## src/rtl/store_buffer.sv

```systemverilog
// Posted-write buffer between the MEM stage and data memory: FIFO of stores drained
// one per cycle, youngest-match load forwarding, and a fence drain handshake.
module store_buffer #(
    parameter int unsigned ADDR_W = 32,
    parameter int unsigned DATA_W = 32,
    parameter int unsigned DEPTH  = 4
) (
    input  logic                     clk,
    input  logic                     rst,
    input  logic                     req_valid,
    input  logic                     req_write,
    input  logic                     req_read,
    input  logic [ADDR_W-1:0]        req_addr,
    input  logic [DATA_W-1:0]        req_wdata,
    output logic [DATA_W-1:0]        load_data,
    output logic                     stall,
    input  logic                     fence,
    output logic                     fence_done,
    output logic [$clog2(DEPTH):0]   count,
    output logic                     state_memory,
    output logic                     mem_read_flag,
    output logic                     mem_write_flag,
    output logic [ADDR_W-1:0]        mem_addr,
    output logic [DATA_W-1:0]        mem_wdata,
    input  logic [DATA_W-1:0]        mem_rdata
);

    localparam int unsigned PTR_W = $clog2(DEPTH);
    localparam int unsigned CNT_W = PTR_W + 1;
    localparam int unsigned WA_W  = ADDR_W - 2;

    typedef enum logic {
        S_RUN   = 1'b0,
        S_FENCE = 1'b1
    } state_e;

    state_e             state_q, state_d;
    logic [PTR_W-1:0]   head_q, head_d;
    logic [PTR_W-1:0]   tail_q, tail_d;
    logic [CNT_W-1:0]   count_q, count_d;
    logic [WA_W-1:0]    wa_q [DEPTH];
    logic [DATA_W-1:0]  wd_q [DEPTH];

    logic               is_run;
    logic               req_ld;
    logic               hit;
    logic [DATA_W-1:0]  hit_data;
    logic               ld_miss;
    logic               drain;
    logic               enq;

    // Request decode, forwarding search and memory-port arbitration
    always_comb begin
        is_run   = (state_q == S_RUN);
        req_ld   = !rst && is_run && req_valid && req_read;
        hit      = 1'b0;
        hit_data = '0;
        // Walk oldest to youngest so the last match wins
        for (int k = 0; k < int'(DEPTH); k++) begin
            if ((CNT_W'(k) < count_q) &&
                (wa_q[head_q + PTR_W'(k)] == req_addr[ADDR_W-1:2])) begin
                hit      = 1'b1;
                hit_data = wd_q[head_q + PTR_W'(k)];
            end
        end
        ld_miss = req_ld && !hit;
        drain   = !rst && (count_q != '0) && !ld_miss;
        enq     = !rst && is_run && req_valid && req_write;

        load_data      = req_ld ? (hit ? hit_data : mem_rdata) : '0;
        mem_read_flag  = ld_miss;
        mem_write_flag = drain;
        state_memory   = ld_miss | drain;
        mem_addr       = '0;
        mem_wdata      = '0;
        if (ld_miss) begin
            mem_addr = req_addr;
        end else if (drain) begin
            mem_addr  = {wa_q[head_q], 2'b00};
            mem_wdata = wd_q[head_q];
        end

        count_d = count_q + CNT_W'(enq) - CNT_W'(drain);
        head_d  = head_q + PTR_W'(drain);
        tail_d  = tail_q + PTR_W'(enq);
        count   = rst ? '0 : count_q;
    end

    // Fence sequencing; done pulses in the cycle the buffer reads empty
    always_comb begin
        state_d    = state_q;
        fence_done = 1'b0;
        stall      = 1'b0;
        if (!rst) begin
            case (state_q)
                S_RUN: begin
                    if (fence) begin
                        if (count_q == '0) fence_done = 1'b1;
                        else               state_d    = S_FENCE;
                    end
                end
                S_FENCE: begin
                    if (count_q == '0) begin
                        fence_done = 1'b1;
                        state_d    = S_RUN;
                    end else begin
                        stall = 1'b1;
                    end
                end
                default: state_d = S_RUN;
            endcase
        end
    end

    always_ff @(posedge clk) begin
        if (rst) begin
            state_q <= S_RUN;
            head_q  <= '0;
            tail_q  <= '0;
            count_q <= '0;
        end else begin
            state_q <= state_d;
            head_q  <= head_d;
            tail_q  <= tail_d;
            count_q <= count_d;
            if (enq) begin
                wa_q[tail_q] <= req_addr[ADDR_W-1:2];
                wd_q[tail_q] <= req_wdata;
            end
        end
    end

endmodule

```

## config.mk

```make
export PLATFORM = sky130hd
export DESIGN_NAME = store_buffer
export DESIGN_NICKNAME = d
export VERILOG_FILES = /design/src/rtl/store_buffer.sv
export SDC_FILE = /design/constraint.sdc
export NUM_CORES = 1
export LEC_CHECK = 0
export CORE_UTILIZATION = 62
export CTS_CLUSTER_DIAMETER = 40
export CTS_CLUSTER_SIZE = 25
export DETAILED_ROUTE_END_ITERATION = 10
export HOLD_SLACK_MARGIN = 0.15
export PLACE_DENSITY_LB_ADDON = 0.15
export SLEW_MARGIN = 0
export SYNTH_ARGS = -nofsm -noshare
export SYNTH_HDL_FRONTEND = slang
export SYNTH_SLANG_ARGS = --single-unit
```

## constraint.sdc

```tcl
create_clock -name clk -period 19.3 [get_ports clk]
set_clock_uncertainty 0.1 [all_clocks]
set_input_delay 4.825 -clock clk [delete_from_list [all_inputs] [get_ports clk]]
set_output_delay 4.825 -clock clk [all_outputs]
set_load 0.1 [all_outputs]
```

# After elaboration in Yosys (flattened, before gate mapping)
# Memories as Yosys holds them, arrays and structs flattened. A register that Yosys moved wholly into a read port is not among the register bits.
# Index checks and enable logic that the tools add are counted.
[totals]
reg_bits = 8
ram_bits = 248
in_bits = 102
elab_cells = 68
n_memories = 2
[op_classes]
addsub = 7
n_lt_le_gt_ge = 4
eq_ne = 4
n_mux = 29
bitwise = 2
reduce_logical = 16
[memory_table]
columns = ["memory", "words", "word_bits", "rd", "rd_clocked_by_memory_dff", "write_ports", "line_no", "text"]
rows = [
  ["wd_q", 4, 32, 4, 1, 1, "42", "logic [DATA_W-1:0] wd_q [DEPTH];"],
  ["wa_q", 4, 30, 4, 1, 1, "41", "logic [WA_W-1:0] wa_q [DEPTH];"],
]
[ops]
columns = ["operator", "count"]
rows = [
  ["$mux 32", 10],
  ["$eq 30x30->1", 4],
  ["$mux 1", 14],
  ["$logic_and 1x1->1", 11],
  ["$lt 1x3->1 const A", 2],
  ["$lt 2x3->1 const A", 2],
  ["$add 2x1->2", 2],
  ["$add 2x2->2 const B", 2],
  ["$mux 2", 2],
  ["$pmux 1 s2", 2],
  ["$add 3x1->3", 1],
  ["$logic_not 1->1", 3],
  ["$logic_not 3->1", 1],
  ["$mux 3", 1],
  ["$reduce_bool 3->1", 1],
  ["$sub 3x1->3", 1],
  ["$add 2x1->2 const B", 1],
  ["$not 1->1", 1],
  ["$or 1x1->1", 1],
]

# Depth between registers and ports, before layout
# Gate-level depths: netlist of run 1.
# An unclocked memory read counts as a cell.
[depth]
depth_word = 13
mapped_depth = 20
ltp_nobuf = 14

# Least setup slack after synthesis of run 1
# OpenSTA, ideal clock, no wires.
[synth_timing]
path_type = "input-to-output"
from = "input req_addr[14]"
to = "output load_data[11]"
arrival_time_ns = 9.535
required_ns = 14.375
slack_ns = 4.840
path_stages = 9
path_buffers = 3
cell_sequence = "clkbuf_1 -> nor2_1 -> or4b_1 -> o32a_1 -> or4b_1 -> buf_2 -> clkbuf_1 -> o311a_1 -> o31ai_1"
[synth_via]
elab_chain_cells = 8
word_cells_on_any_way = 18
classes_between = "4 x eq/ne; 10 x mux; 4 x reduce/logical"
[synth_lines]
columns = ["element", "line_no", "text"]
rows = [
  ["from (decl)", "13", "input logic [ADDR_W-1:0] req_addr,"],
  ["$eq 30x30->1", "61", "(wa_q[head_q + PTR_W'(k)] == req_addr[ADDR_W-1:2])) begin"],
  ["$logic_and 1x1->1", "60", "if ((CNT_W'(k) < count_q) &&"],
  ["$mux 32 or $mux 1 (tied branches) (4 in series)", "60", ""],
  ["$mux 32 * (2 in series)", "70", "load_data = req_ld ? (hit ? hit_data : mem_rdata) : '0;"],
  ["to (decl)", "15", "output logic [DATA_W-1:0] load_data,"],
]
# Every way passes the cells marked *; elsewhere a longest branch is shown, timed or not.

# Worst setup path after layout of run 1
[layout_timing]
from = "input req_addr[17]"
to = "output mem_addr[25]"
[layout_via]
elab_chain_cells = 12
word_cells_on_any_way = 18
classes_between = "4 x eq/ne; 6 x mux; 8 x reduce/logical"
[layout_lines]
columns = ["element", "line_no", "text"]
rows = [
  ["$eq 30x30->1", "61", ""],
  ["$logic_and 1x1->1", "60", ""],
  ["$mux 1 (3 in series)", "60", ""],
  ["$mux 1 *", "60", ""],
  ["$logic_not 1->1 *", "66", "ld_miss = req_ld && !hit;"],
  ["$logic_and 1x1->1 *", "66", ""],
  ["$logic_not 1->1", "67", "drain = !rst && (count_q != '0) && !ld_miss;"],
  ["$logic_and 1x1->1", "67", ""],
  ["$mux 32", "78", "end else if (drain) begin"],
  ["$mux 32 *", "76", "if (ld_miss) begin"],
  ["to (decl)", "23", "output logic [ADDR_W-1:0] mem_addr,"],
]
# Marks and branches as above.

==> reports/results.tsv, run 1 <==
stage	metric	value	unit
timing	worst_slew_pin_slew	1.22	ns
route	wirelength	50.9	mm
logic_synthesis	synth_top_family_by_area	multiplexers	
timing	hold_violations	0	
logic_synthesis	async_flop_share	0	
placement	io_buffers	205	
route	vias	14463	
outcome	status	complete, no violations	
flow_run	drv_cap	0	
worst_hold_path	holdPathStages	2	
route	dr.pass1.iters	6	
floorplanning	die-area	28800	sq um
logic_synthesis	synth_xor_area_frac	0.0572	
route	detail-route-antenna-nets	0	
worst_hold_path	min_from	state_q$_SDFF_PP0_	
clock_tree	numCtsBuffers	39	
floorplanning	die_w	170	um
clock_tree	clockBufferDepth	3	
critical_path	cp_max_fo	91	
final_layout	nNetsFinal	1875	
critical_path	crit_type	in -> out	
clock_tree	cts_resized	0	
critical_path	cp-start-kind	input pin	
timing	max_freq	0.0633	GHz
timing	drv_slew	0	
route	wl_met1	20.5	mm
clock_tree	clkLatencyLatePin	0.52	ns
clock_tree	path_clk_slew	0.05	ns
final_layout	fin_util	0.753	
route	wl_met3	5.85	mm
global_routing	grt_pass1_vias	13889	
global_routing	grt_max_degree	120	
placement	gp_congestion	1.04	
clock_tree	htree_num_levels	2	
floorplanning	die_y	170	um
logic_synthesis	synthFlopType	edfxtp_1	
timing	fin_ws	3.49	ns
worst_hold_path	hold_end	state_q$_SDFF_PP0_	
route	via_per_inst	6.65	
critical_path	critPathArrivalTime	10.88	ns
logic_synthesis	synth_cell_type_count	75	
worst_hold_path	holdCritPathClass	reg -> reg	
final_layout	drive_gt1_frac	0.130	
final_layout	multiInputGateArea	9090	sq um
final_layout	seq_area	7610	sq um
route	drt-wirelength-per-cell	23.4	um
power_and_ir_drop	p_leak	6.60	nW
global_routing	antenna_found_initial	2	
floorplanning	start_util	0.630	
critical_path	cp.required	14.38	ns
logic_synthesis	syn_area	17500	sq um
clock_tree	post_cts_buffers	0	
logic_synthesis	synth_area_leaders	edfxtp_1 (43%), mux2i_1 (10%), mux2_2 (5.4%)	
floorplanning	rows	61	
logic_synthesis	synth-edff-count	248	
logic_synthesis	synth_compound_area_frac	0.123	
floorplanning	coreArea	27700	sq um
global_routing	gr-total-overflow	0	
critical_path	reg2regPathDepth	15	
logic_synthesis	synthAdderAreaFrac	0.00473	
logic_synthesis	yosysTopAreaCell	edfxtp_1	
timing	rsz0062_at_grt	no	
critical_path	r2r_end	count_q[2]$_SDFF_PP0_	
logic_synthesis	ys_warn_count	0	
logic_synthesis	syn_avg_cell_area	10.6	sq um
critical_path	crit_path_end_kind	primary output	
timing	setup_tns	0	ns
final_layout	syn_to_final_growth	19.5	%
logic_synthesis	yosysSeqAreaShare	0.436	
logic_synthesis	synthSimpleGateAreaFrac	0.133	
timing	period_needed	15.81	ns
placement	hpwl	32.4	mm
logic_synthesis	yosys.area.top_type_share	0.427	
route	drt-initial-drc-count	1866	
power_and_ir_drop	ir_drop	0.000115	V
logic_synthesis	netlist_instances	1647	
route	drc	0	
final_layout	n_fill_cell	1852	
placement	pre_cts_slack	3.82	ns
logic_synthesis	synth_nets	1755	
critical_path	r2r_slack	12.63	ns
floorplanning	ios	206	
power_and_ir_drop	powerDensity	121	nW/um^2
route	wl_met2	23.1	mm
clock_tree	cts.sinks	256	
timing	relSlewSlack	0.186	
timing	period_share	0.819	
logic_synthesis	synth-seq-cells	256	
clock_tree	cts-root-buf	clkbuf_16	
global_routing	grt_pass1_wl	77.3	mm
logic_synthesis	synth.area.mux_share	0.201	
timing	setup_viol	0	
critical_path	reg2reg_from	head_q[1]$_SDFF_PP0_	
clock_tree	cts_tree	built	
clock_tree	hold_buffers	0	
global_routing	grt_usage	0.352	
route	dr.max_layer_used	met5	
## worst max-delay path by stage
stage                            start            end  slack (ns)
final                     req_addr[17]   mem_addr[25]        3.49
after global routing      req_addr[16]    mem_addr[8]        3.41
after CTS                 req_addr[30]   mem_addr[25]        3.80
after detailed placement  req_addr[11]   mem_addr[21]        3.82
after global placement    req_addr[11]   mem_addr[25]        3.80
after floorplan           req_addr[14]  load_data[11]        4.84
## metrics by stage
step	cell area, sq um	hold slack, ns	power, W	std cells
4_1_cts	20900	0.483	0.00251	2175
2_1_floorplan	17500	0.411	0.00150	1647
5_1_grt	20900	0.530	0.00261	2175
3_3_place_gp	19500	0.457	0.00175	2104
3_5_place_dp	19500	0.469	0.00176	2104
6_report	20900	0.481	0.00252	2176
## metal layers
metal	global-route usage	vias to the layer above
li1	-	6456
met1	0.483	6941
met2	0.546	945
met3	0.0802	119
met4	0.132	2
met5	0	-
## cell usage in the layout, fill, tap and decap left out, drive strengths merged, types with 6 or more instances in the layout
| cell | instances |
|---|---|
| nor2b | 8 |
| nor3 | 37 |
| a21oi | 32 |
| a32o | 18 |
| mux4 | 31 |
| and2 | 9 |
| dfxtp | 8 |
| a2111oi | 6 |
| edfxtp | 248 |
| inv | 21 |
| o311ai | 22 |
| nor4 | 12 |
| o211a | 8 |
| a211oi | 17 |
| clkbuf | 43 |
| nor2 | 140 |
| xor2 | 31 |
| xnor2 | 83 |
| nand3 | 15 |
| bufinv | 7 |
| clkinv | 13 |
| nand2 | 222 |
| clkdlybuf4s50 | 205 |
| buf | 22 |
| o221a | 10 |
| nand3b | 6 |
| o211ai | 35 |
| and3 | 24 |
| o22ai | 8 |
| mux2 | 83 |
| o21ai | 61 |
| nand4 | 14 |
| o311a | 12 |
| o31ai | 19 |
| or3 | 11 |
| mux2i | 185 |
## registers in the layout, summed over array words and instances (netlist names)
name,cells
tail_q,2
count_q,3
wa_q,120
state_q,1
wd_q,128
head_q,2
## Yosys cell counts (6+ instances only)
cell        n
o31ai_1    19
dfxtp_1     8
nand3_1    15
o311a_1    12
o21ai_1    17
mux2i_1   182
and3_1     24
buf_1      15
buf_2      23
mux4_2     31
xor2_1     31
and2_1      9
buf_6      14
nor2_1    139
a21oi_1    32
nand4_1    14
nand2_1   222
or3_1      11
a32o_1     18
o211ai_1   35
o311ai_0   17
clkbuf_1   84
buf_4      12
a211oi_1   17
mux2_2     83
o221a_2    10
edfxtp_1  248
nor3_1     37
xnor2_1    83
nor4_1     12
o211a_1     8
o22ai_1     8
o21ai_0    44
inv_1      14
nor2b_1     8
nand3b_1    6
## power breakdown
part / switching, W / internal [W] / total (W)
sequential: 0.0000347 / 0.000625 / 0.000660
clock: 0.000264 / 0.000485 / 0.000750
combinational: 0.000769 / 0.000339 / 0.00111
total: 0.00107 / 0.00145 / 0.00252
## layout make-up
| class | instances | share of cell area |
|---|---|---|
| Inverter | 17 | 0.00318 |
| Timing Repair Buffer | 227 | 0.106 |
| Antenna cell | 1 | 0.000120 |
| Tap cell | 378 | 0.0227 |
| Multi-Input combinational cell | 1226 | 0.436 |
| Clock inverter | 28 | 0.0175 |
| Sequential cell | 256 | 0.365 |
| Clock buffer | 43 | 0.0495 |
## kinds of logic after synthesis
logic type                 after synthesis
AOI/OAI and AO/OA                      288
xor gates and xnor gates               114
adders and majority gates                6
buffers and inverters                  165
DFF                                    256
muxes                                  299
and+or+nand+nor                        519
## critical path: stages
cell,delay [ns]
clkdlybuf4s50_1,0.76
nand2b_1,0.31
mux2i_1,0.16
o31ai_1,0.12
a2111oi_0,0.74
or4b_2,0.68
buf_4,0.36
o21ai_1,0.15
or3_1,0.13
or2_1,0.38
inv_2,0.06
buf_4,0.37
o21ai_1,0.45
clkdlybuf4s50_1,1.21
(Power assumes the default switching activity.)
==> run 2, diff against run 1 <==
CORE_UTILIZATION = 52   (was 62)
clock period = 14 ns   (was 19.3 ns; I/O delays follow)
==> run 2 against run 1 <==
Register-to-register slack got worse by 5.7 ns. Via count rose by 0.59%. Sequential power rose by 38%. Combinational power rose by 38%. Final cell count rose by 3.5%. Setup slack got worse by 2.0 ns. Sequential share of layout area fell by 0.28 points. Final area rose by 0.79%. Clock power rose by 53%. Global-route usage fell by 3.9 points. Non-clock buffer count rose by 7. Critical endpoint is now mem_read_flag. Largest cell class unchanged.
==> reports/results.tsv, run 2 (synthesis results as in run 1) <==
stage	metric	value	unit
outcome	status	complete, no violations	
floorplanning	die_y	185	um
timing	drv_slew	0	
critical_path	reg2regPathDepth	15	
flow_run	drv_cap	0	
final_layout	final_cell_mix	edfxtp_1 (248), nand2_1 (222), mux2i_1 (182)	
global_routing	grt_usage	0.313	
clock_tree	cts_resized	0	
route	drt-initial-drc-count	1466	
final_layout	seq_area	7610	sq um
clock_tree	cts_tree	built	
power_and_ir_drop	ir_drop	0.000131	V
floorplanning	coreArea	32800	sq um
global_routing	grt_pass1_vias	13907	
floorplanning	ios	206	
floorplanning	rows	66	
worst_hold_path	holdPathStages	2	
final_layout	n_fill_cell	2642	
timing	period_needed	12.51	ns
final_layout	drive_gt1_frac	0.173	
placement	io_buffers	205	
floorplanning	die-area	34300	sq um
critical_path	cp_max_fo	24	
route	vias	14548	
clock_tree	clkLatencyLatePin	0.55	ns
global_routing	gr-total-overflow	0	
final_layout	syn_to_final_growth	20.4	%
global_routing	grt_max_degree	139	
clock_tree	clockBufferDepth	3	
critical_path	crit_type	in -> out	
clock_tree	post_cts_buffers	0	
clock_tree	cts-root-buf	clkbuf_16	
power_and_ir_drop	powerDensity	171	nW/um^2
final_layout	multiInputGateArea	9100	sq um
timing	max_freq	0.0799	GHz
route	detail-route-antenna-nets	0	
final_layout	reg.largest.list	wd_q x128, wa_q x120, count_q x3	
clock_tree	path_clk_slew	0.05	ns
floorplanning	start_util	0.532	
placement	hpwl	35.0	mm
final_layout	fin_util	0.641	
final_layout	nNetsFinal	1885	
worst_hold_path	holdCritPathClass	reg -> reg	
floorplanning	die_w	185	um
route	wirelength	53.7	mm
route	dr.pass1.iters	6	
timing	hold_violations	0	
final_layout	max_flop_register	wd_q	
critical_path	cp-start-kind	input pin	
final_layout	antenna_cells	0	
timing	relSlewSlack	0.283	
route	wl_met2	24.2	mm
critical_path	cp.required	10.40	ns
route	wl_met3	5.12	mm
route	drt-wirelength-per-cell	23.8	um
clock_tree	htree_num_levels	2	
final_layout	largest_register_ffs	128	
timing	period_share	0.894	
route	drc	0	
global_routing	antenna_found_initial	1	
route	dr.max_layer_used	met5	
timing	rsz0062_at_grt	no	
clock_tree	hold_buffers	0	
route	via_per_inst	6.46	
clock_tree	cts.sinks	256	
placement	gp_congestion	0.971	
clock_tree	numCtsBuffers	42	
critical_path	critPathArrivalTime	8.91	ns
route	wl_met1	23.1	mm
timing	worst_slew_pin_slew	1.08	ns
timing	setup_viol	0	
global_routing	grt_pass1_wl	81.0	mm
power_and_ir_drop	p_leak	6.84	nW
timing	setup_tns	0	ns
final_layout	layout_commonest_cell	edfxtp_1	
critical_path	crit_path_end_kind	primary output	
[run 2: changes by cell type in the layout (fill, tap and decap cells not counted), sizes merged]
cell,delta
diode,-1
buf,+71
inv,+4
clkdlybuf4s50,-64
clkinvlp,-1
bufinv,+3
[run 2: worst max-delay path: stages]
cell and delay (ns):
clkdlybuf4s50_1 0.68, inv_1 0.31, o2bb2ai_1 0.22, nor4_1 0.70
o211ai_1 0.30, or4b_2 0.74, o21ai_1 0.10, or3_1 0.13
or2_1 0.48, clkinv_2 0.57, clkdlybuf4s50_1 1.14
[run 2: path summary, 6_finish.rpt]
| path | start | end | slack, ns |
|---|---|---|---|
| max | req_addr[2] | mem_read_flag | 1.49 |
| min | state_q$_SDFF_PP0_ | state_q$_SDFF_PP0_ | 0.49 |
| min reg2reg | state_q$_SDFF_PP0_ | state_q$_SDFF_PP0_ | 0.49 |
| max reg2reg | head_q[0]$_SDFF_PP0_ | count_q[2]$_SDFF_PP0_ | 6.93 |
[run 2: final cells by class]
class	count	share of cell area
clock buffers	43	0.0502
clock inverters	34	0.0240
inverters	17	0.00321
multi-input cells	1226	0.433
flip-flops and latches	256	0.362
well taps	442	0.0263
repair buffers	234	0.102
[run 2: per-stage QoR]
stage	area, sq um	worst slack [ns]	cells	power, W	hold WS, ns
final	21000	1.49	2252	0.00358	0.490
after global routing	21000	1.48	2252	0.00371	0.530
after CTS	21000	1.77	2252	0.00358	0.481
after detailed placement	19500	1.78	2175	0.00243	0.466
after global placement	19500	1.76	2175	0.00242	0.465
after floorplan	17500	2.19	1647	0.00207	0.411
[run 2: power by group]
group	total, W	switching [W]	leakage (nW)	internal, W
registers	0.000908	0.0000459	2.31	0.000862
logic	0.00153	0.00107	3.78	0.000459
clock network	0.00115	0.000399	0.753	0.000747
total	0.00358	0.00152	6.84	0.00207
[run 2: metal layers]
| layer | track usage | vias up |
|---|---|---|
| met4 | 0.105 | 2 |
| met2 | 0.479 | 804 |
| met3 | 0.0537 | 121 |
| met5 | 0 | - |
| met1 | 0.448 | 7143 |
| li1 | - | 6478 |
